--- src/rtl/sm_rd_mux_pkg.sv ---
// Shared types for the shared-memory read multiplexer: owner index and channel limits.
package sm_rd_mux_pkg;

    localparam int unsigned SM_RD_MUX_MAX_CH = 16;
    localparam int unsigned OWN_W            = $clog2(SM_RD_MUX_MAX_CH);

    typedef logic [OWN_W-1:0] own_idx_t;

    // Successor of a channel index, wrapping at ch_cnt
    function automatic own_idx_t rr_next(input own_idx_t idx, input int unsigned ch_cnt);
        return (32'(idx) == ch_cnt - 1) ? '0 : idx + OWN_W'(1);
    endfunction

endpackage

--- src/rtl/sm_rr_arb.sv ---
// Parametrised round-robin arbiter: one-hot grant plus index, search starts at the
// internal pointer, pointer moves past the winner when i_upd is high.
module sm_rr_arb
    import sm_rd_mux_pkg::*;
#(
    parameter int unsigned CH_CNT = 4
) (
    input  logic              clk_i,
    input  logic              rst_i,
    input  logic [CH_CNT-1:0] i_req,
    input  logic              i_en,
    input  logic              i_upd,
    output logic [CH_CNT-1:0] o_gnt_c,
    output own_idx_t          o_gnt_idx_c,
    output logic              o_gnt_vld_c
);

    localparam int unsigned SUM_W = OWN_W + 1;

    own_idx_t              r_ptr;
    logic [2*CH_CNT-1:0]   w_dbl;
    logic [CH_CNT-1:0]     w_rot;
    logic [SUM_W-1:0]      w_sum;

    // Rotate requests so bit 0 is the pointer channel, then take the first set bit
    always_comb begin
        w_dbl       = {i_req, i_req};
        w_rot       = CH_CNT'(w_dbl >> r_ptr);
        w_sum       = '0;
        o_gnt_vld_c = 1'b0;
        o_gnt_idx_c = '0;
        o_gnt_c     = '0;
        for (int unsigned k = 0; k < CH_CNT; k++) begin
            if (i_en && !o_gnt_vld_c && w_rot[k]) begin
                o_gnt_vld_c = 1'b1;
                w_sum       = {1'b0, r_ptr} + SUM_W'(k);
                o_gnt_idx_c = (32'(w_sum) >= CH_CNT) ? OWN_W'(32'(w_sum) - CH_CNT)
                                                     : OWN_W'(w_sum);
            end
        end
        for (int unsigned i = 0; i < CH_CNT; i++) begin
            o_gnt_c[i] = o_gnt_vld_c && (o_gnt_idx_c == OWN_W'(i));
        end
    end

    always_ff @(posedge clk_i or posedge rst_i) begin
        if (rst_i) begin
            r_ptr <= '0;
        end else if (i_upd && o_gnt_vld_c) begin
            r_ptr <= rr_next(o_gnt_idx_c, CH_CNT);
        end
    end

endmodule

--- src/rtl/sm_rd_mux.sv ---
// N-client read multiplexer in front of sm_top: round-robin command merge, owner FIFO,
// packet return routing. Optional protocol checker enabled by SM_RD_MUX_PROT_CHECK_EN.
module sm_rd_mux
    import sm_rd_mux_pkg::*;
#(
    parameter  int unsigned CH_CNT     = 4,
    parameter  int unsigned CMD_W      = 16,
    parameter  int unsigned AST_DATA_W = 32,
    parameter  int unsigned OUTST      = 4,
    localparam int unsigned EMPTY_W    = (AST_DATA_W / 8 > 1) ? $clog2(AST_DATA_W / 8) : 1
) (
    input  logic                    clk_i,
    input  logic                    rst_i,
    input  logic [CH_CNT*CMD_W-1:0] s_cmd_data_i,
    input  logic [CH_CNT-1:0]       s_cmd_valid_i,
    output logic [CH_CNT-1:0]       s_cmd_ready_o,
    output logic [CMD_W-1:0]        m_cmd_data_o,
    output logic                    m_cmd_valid_o,
    input  logic                    m_cmd_ready_i,
    input  logic [AST_DATA_W-1:0]   m_src_data_i,
    input  logic                    m_src_valid_i,
    input  logic                    m_src_sop_i,
    input  logic                    m_src_eop_i,
    input  logic [EMPTY_W-1:0]      m_src_empty_i,
    output logic                    m_src_ready_o,
    output logic [AST_DATA_W-1:0]   s_src_data_o,
    output logic                    s_src_sop_o,
    output logic                    s_src_eop_o,
    output logic [EMPTY_W-1:0]      s_src_empty_o,
    output logic [CH_CNT-1:0]       s_src_valid_o,
    input  logic [CH_CNT-1:0]       s_src_ready_i,
    output logic                    err_o
);

    localparam int unsigned PTR_W = (OUTST > 1) ? $clog2(OUTST) : 1;
    localparam int unsigned CNT_W = $clog2(OUTST + 1);

    logic [CMD_W-1:0]  r_cmd_data;
    logic              r_cmd_valid;
    own_idx_t          r_own_mem [OUTST];
    logic [PTR_W-1:0]  r_wr_ptr;
    logic [PTR_W-1:0]  r_rd_ptr;
    logic [CNT_W-1:0]  r_cnt;

    logic              w_fifo_full;
    logic              w_fifo_empty;
    logic              w_load_en;
    logic [CH_CNT-1:0] w_gnt;
    own_idx_t          w_gnt_idx;
    logic              w_gnt_vld;
    logic              w_push;
    logic              w_pop;
    own_idx_t          w_own;
    logic [CMD_W-1:0]  w_sel_data;
    logic              w_src_ready;

    assign w_fifo_full  = (r_cnt == CNT_W'(OUTST));
    assign w_fifo_empty = (r_cnt == '0);
    assign w_load_en    = (!r_cmd_valid || m_cmd_ready_i) && !w_fifo_full;
    assign w_push       = w_gnt_vld;
    assign w_own        = r_own_mem[r_rd_ptr];

    sm_rr_arb #(
        .CH_CNT (CH_CNT)
    ) u_arb (
        .clk_i       (clk_i),
        .rst_i       (rst_i),
        .i_req       (s_cmd_valid_i),
        .i_en        (w_load_en),
        .i_upd       (w_push),
        .o_gnt_c     (w_gnt),
        .o_gnt_idx_c (w_gnt_idx),
        .o_gnt_vld_c (w_gnt_vld)
    );

    assign s_cmd_ready_o = w_gnt;

    always_comb begin
        w_sel_data = '0;
        for (int unsigned i = 0; i < CH_CNT; i++) begin
            if (w_gnt[i]) begin
                w_sel_data = s_cmd_data_i[i*CMD_W +: CMD_W];
            end
        end
    end

    // A consumed command is dropped even while the owner FIFO blocks new grants
    always_ff @(posedge clk_i or posedge rst_i) begin
        if (rst_i) begin
            r_cmd_valid <= 1'b0;
            r_cmd_data  <= '0;
        end else if (w_load_en) begin
            r_cmd_valid <= w_gnt_vld;
            if (w_gnt_vld) begin
                r_cmd_data <= w_sel_data;
            end
        end else if (m_cmd_ready_i) begin
            r_cmd_valid <= 1'b0;
        end
    end

    assign m_cmd_valid_o = r_cmd_valid;
    assign m_cmd_data_o  = r_cmd_data;

    // Return routing towards the FIFO head owner
    always_comb begin
        s_src_valid_o = '0;
        w_src_ready   = 1'b0;
        for (int unsigned i = 0; i < CH_CNT; i++) begin
            if (w_own == OWN_W'(i)) begin
                s_src_valid_o[i] = m_src_valid_i && !w_fifo_empty;
                w_src_ready      = s_src_ready_i[i] && !w_fifo_empty;
            end
        end
    end

    assign m_src_ready_o = w_src_ready;
    assign w_pop         = m_src_valid_i && w_src_ready && m_src_eop_i;
    assign s_src_data_o  = m_src_data_i;
    assign s_src_sop_o   = m_src_sop_i;
    assign s_src_eop_o   = m_src_eop_i;
    assign s_src_empty_o = m_src_empty_i;

    always_ff @(posedge clk_i or posedge rst_i) begin
        if (rst_i) begin
            r_wr_ptr <= '0;
            r_rd_ptr <= '0;
            r_cnt    <= '0;
            for (int unsigned i = 0; i < OUTST; i++) begin
                r_own_mem[i] <= '0;
            end
        end else begin
            if (w_push) begin
                r_own_mem[r_wr_ptr] <= w_gnt_idx;
                r_wr_ptr <= (r_wr_ptr == PTR_W'(OUTST - 1)) ? '0 : r_wr_ptr + PTR_W'(1);
            end
            if (w_pop) begin
                r_rd_ptr <= (r_rd_ptr == PTR_W'(OUTST - 1)) ? '0 : r_rd_ptr + PTR_W'(1);
            end
            if (w_push && !w_pop) begin
                r_cnt <= r_cnt + CNT_W'(1);
            end else if (!w_push && w_pop) begin
                r_cnt <= r_cnt - CNT_W'(1);
            end
        end
    end

`ifdef SM_RD_MUX_PROT_CHECK_EN
    logic r_in_pkt;
    logic r_err;
    logic w_beat;
    logic w_viol;

    assign w_beat = m_src_valid_i && w_src_ready;
    assign w_viol = (m_src_valid_i && w_fifo_empty)
                 || (w_beat && !r_in_pkt && !m_src_sop_i)
                 || (w_beat &&  r_in_pkt &&  m_src_sop_i)
                 || (w_beat && !m_src_eop_i && (m_src_empty_i != '0));

    always_ff @(posedge clk_i or posedge rst_i) begin
        if (rst_i) begin
            r_in_pkt <= 1'b0;
            r_err    <= 1'b0;
        end else begin
            if (w_beat) begin
                r_in_pkt <= !m_src_eop_i;
            end
            if (w_viol) begin
                r_err <= 1'b1;
            end
        end
    end

    assign err_o = r_err;
`else
    assign err_o = 1'b0;
`endif

endmodule

--- config.mk ---
export PLATFORM = sky130hd
export DESIGN_NAME = sm_rd_mux
export DESIGN_NICKNAME = d
export VERILOG_FILES = /design/src/rtl/sm_rd_mux_pkg.sv /design/src/rtl/sm_rr_arb.sv /design/src/rtl/sm_rd_mux.sv
export SDC_FILE = /design/constraint.sdc
export NUM_CORES = 1
export LEC_CHECK = 0
export CORE_MARGIN = 2
export CORE_UTILIZATION = 38
export CTS_CLUSTER_SIZE = 25
export DETAILED_ROUTE_END_ITERATION = 8
export GPL_ROUTABILITY_DRIVEN = 0
export PLACE_DENSITY = 0.78
export SYNTH_ARGS = -nofsm -noshare
export SYNTH_HDL_FRONTEND = slang
export SYNTH_SLANG_ARGS = --single-unit
--- constraint.sdc ---
create_clock -name clk_i -period 2.93 [get_ports clk_i]
set_input_delay 0.4395 -clock clk_i [delete_from_list [all_inputs] [get_ports clk_i]]
set_output_delay 0.4395 -clock clk_i [all_outputs]
set_load 0.005 [all_outputs]
==> flow_summary.json <==
{
  "synth_edf_count": 0,
  "io_buffers": 103,
  "antenna_left": 0,
  "switching_share": 0.4333,
  "r2r_cells": 18,
  "yosysWarnings": 0,
  "slew_headroom": 0.4936,
  "cts_hold_buf": 0,
  "start_util": 0.3877,
  "grt_pass1_wl_um": 19390,
  "finalClockSkew_ns": 0.009598,
  "slew_viol_final": 0,
  "fillers": 725,
  "first_pass_iters": 5,
  "ff_latch_area_sq_mm": 0.001107,
  "clock_path_buffers": 2,
  "drc": 0,
  "ys.flop_type": "dfrtp_1",
  "synth_fp_nets": 562,
  "vias": 4080,
  "p_sw_uw": 2954,
  "p_int_uw": 3863,
  "cp-endpoint": "s_cmd_ready_o[1]",
  "power_uw": 6817,
  "rsz0062_at_grt": "yes",
  "netlist_area_sq_mm": 0.003737,
  "crit_fanout": 4,
  "seqPwrFrac": 0.161,
  "clock_latency_ns": 0.31,
  "rr_endpoint": "m_cmd_data_o[4]$_DFFE_PP0P_",
  "synth_cell_type_count": 56,
  "cts.clk_slew.worst_paths_ns": 0.09,
  "overflow": 0,
  "max_clock_freq_ghz": 0.2987,
  "syn_to_final_growth_pct": 65.82,
  "dp_hpwl_um": 8322,
  "boundaryPins": 175,
  "drt_iter0_drc": 295,
  "grt_use_total": 0.2334,
  "yosys-top-cells-area": "dfrtp_1 29%, buf_4 7.6%, ha_1 7.4%",
  "worstPathArrival_ns": 2.91,
  "tritoncts": "yes",
  "final_nets": 730,
  "place_ws_ns": -0.8530,
  "die_h_um": 103.2,
  "hold_violations": 0,
  "min_path_type": "in -> async",
  "min_period_ns": 3.348,
  "crit_start": "u_arb.r_ptr[0]$_DFFE_PP0P_",
  "vias_per_cell": 5.597,
  "outcome": "finished with violations",
  "synthArstFlopShare": 1.000,
  "critPathLaunchType": "flip-flop",
  "violations": "setup timing",
  "antenna_found_initial": 0,
  "drive_gt1_frac": 0.4362,
  "synth_top_area_share": 0.2946,
  "rrSetupSlack_ns": -0.34,
  "ctsRootBufferMaster": "clkbuf_8",
  "combinationalPowerShare": 0.765,
  "dieWidth_um": 103.2,
  "design.die.area_sq_mm": 0.01064,
  "grt_max_degree": 34,
  "wl_per_cell_um": 18.25,
  "r2r-start": "u_arb.r_ptr[0]$_DFFE_PP0P_",
  "worstMarginPinSlew_ns": 0.7550,
  "postSynthCellCount": 427,
  "crit_path_end_kind": "primary output",
  "power.density_mw_per_mm2": 1100,
  "grt_pass1_vias": 4037,
  "multi_input_area_sq_mm": 0.002668,
  "syn-mean-instance-area_sq_um": 8.753,
  "cap_viol_max_count": 0,
  "synth-seq-area-share": 0.2946,
  "yosysTopAreaCell": "dfrtp_1",
  "fin_crit_sh": 1.143,
  "required_ns": 2.49,
  "leakage_uw": 0.002670,
  "antenna_cells": 0,
  "cts_buffers": 5,
  "ys_seq_elements": 44,
  "drt_wl_total_um": 13310,
  "htreeDepth": 2,
  "cts.sinks": 44,
  "p_clk_frac": 0.074,
  "critPathKind": "reg -> out",
  "core_area_sq_mm": 0.009639,
  "rows": 36,
  "vdd_drop_max_mv": 0.5072,
  "timing.final.ws_setup_ns": -0.4182,
  "setup_viol": 22
}
through the flow:
step | cell area, sq um | std cells | util | TNS [ns] | hold slack [ns]
2_1_floorplan | 3754 | 427 | - | -0.1848 | 0.4560
3_3_place_gp | 5111 | 675 | 0.5302 | -9.963 | 0.4616
3_5_place_dp | 5111 | 675 | 0.5302 | -15.18 | 0.4665
4_1_cts | 5821 | 716 | 0.6038 | -5.197 | 0.4877
5_1_grt | 6197 | 729 | 0.6429 | -7.981 | 0.5176
6_report | 6197 | 729 | 0.6429 | -5.895 | 0.4701
synth_stat cells, drive strengths merged, types with 5 or more instances:
library cell	number
a21oi	50
buf	52
clkbuf	12
dfrtp	44
ha	22
inv	25
mux2	15
mux4	5
nand2	41
nand3b	14
nor2	31
nor3	9
o211ai	6
o21ai	21
o41ai	16
xnor2	5
logic make-up after synthesis:
kind of cell    synth area share
xor+xnor                 0.01875
mux                      0.08436
buf+inv                   0.1352
fa+ha+maj                0.07901
flops                     0.2946
other cells             0.001003
simple gates              0.1657
compound gates            0.2213
power groups by stage:
stage          Sequential, uW  Clock (uW)  Combinational, uW
3_3_place_gp             1060           0               3540
5_1_grt                  1130         547               5580
3_5_place_dp             1070           0               3680
2_1_floorplan            1020           0               2230
4_1_cts                  1070         503               4500
6_report                 1100         504               5220
critical path: stages, from the launching register on:
cell,delay (ns)
dfrtp_2,0.43
buf_6,0.14
buf_6,0.12
buf_4,0.13
nor3b_4,0.27
a211o_4,0.18
a211oi_2,0.07
a311oi_2,0.28
buf_4,0.20
buf_6,0.10
ha_4,0.19
inv_2,0.07
nor4_4,0.26
buf_2,0.16
per-layer routing:
| layer | wire [um] | GRT usage | up-vias |
|---|---|---|---|
| met3 | 928 | 0.04973 | 62 |
| met1 | 5276 | 0.2808 | 1978 |
| met2 | 6509 | 0.4096 | 213 |
| li1 | - | - | 1827 |
| met5 | 0 | 0 | - |
| met4 | 590 | 0.08907 | 0 |
area by class of cell:
type / count / area share
multi-input cells: 294 / 0.4304
repair buffers: 225 / 0.3285
flip-flops and latches: 44 / 0.1787
well taps: 133 / 0.02685
inverters: 25 / 0.01595
clock buffers: 6 / 0.01333
clock inverters: 2 / 0.006259
placed cells by master, fill, tap and decap left out, types with 6 or more instances in the layout:
cell,synthesis,routed
inv_1,23,15
inv_2,2,7
nor3_1,9,8
nand2_1,41,40
clkbuf_8,0,6
ha_4,0,6
a21oi_2,0,20
dfrtp_1,44,39
buf_4,38,106
clkdlybuf4s50_1,0,95
o21ai_0,21,18
a21oi_1,50,30
nand3b_1,14,14
nor2_1,31,26
ha_1,22,11
o211ai_1,6,6
mux2_2,14,13
o41ai_2,11,15
buf_6,2,12
worst min path at each step:
stage                                        to  slack (ns)  cells past startpoint                   startpoint
global placement    m_cmd_data_o[7]$_DFFE_PP0P_        0.46                      2  m_cmd_data_o[7]$_DFFE_PP0P_
CTS                 m_cmd_data_o[6]$_DFFE_PP0P_        0.49                      2  m_cmd_data_o[6]$_DFFE_PP0P_
floorplan                  r_cnt[2]$_DFFE_PP0P_        0.46                      1         r_cnt[2]$_DFFE_PP0P_
finish              m_cmd_data_o[9]$_DFFE_PP0P_        0.47                      2                        rst_i
global route        m_cmd_data_o[9]$_DFFE_PP0P_        0.52                      2                        rst_i
detailed placement  m_cmd_data_o[6]$_DFFE_PP0P_        0.47                      2  m_cmd_data_o[6]$_DFFE_PP0P_
state kept, by name (all words and copies together), names as in the netlist:
| name | flops |
|---|---|
| m_cmd_data_o | 16 |
| r_own_mem | 16 |
| u_arb.r_ptr | 4 |
| r_cnt | 3 |
| r_rd_ptr | 2 |
| r_wr_ptr | 2 |
| m_cmd_valid_o | 1 |
repair_timing:
| action | in CTS | in global routing |
|---|---|---|
| resized for setup | 86 | 71 |
| setup buffers | 31 | 20 |
| pin swaps | 28 | 41 |
| gates cloned | 2 | 0 |
| endpoints found under the hold margin | 0 | 0 |
| setup endpoints to repair | 25 | 35 |
Power figures use the tool's default switching activity.
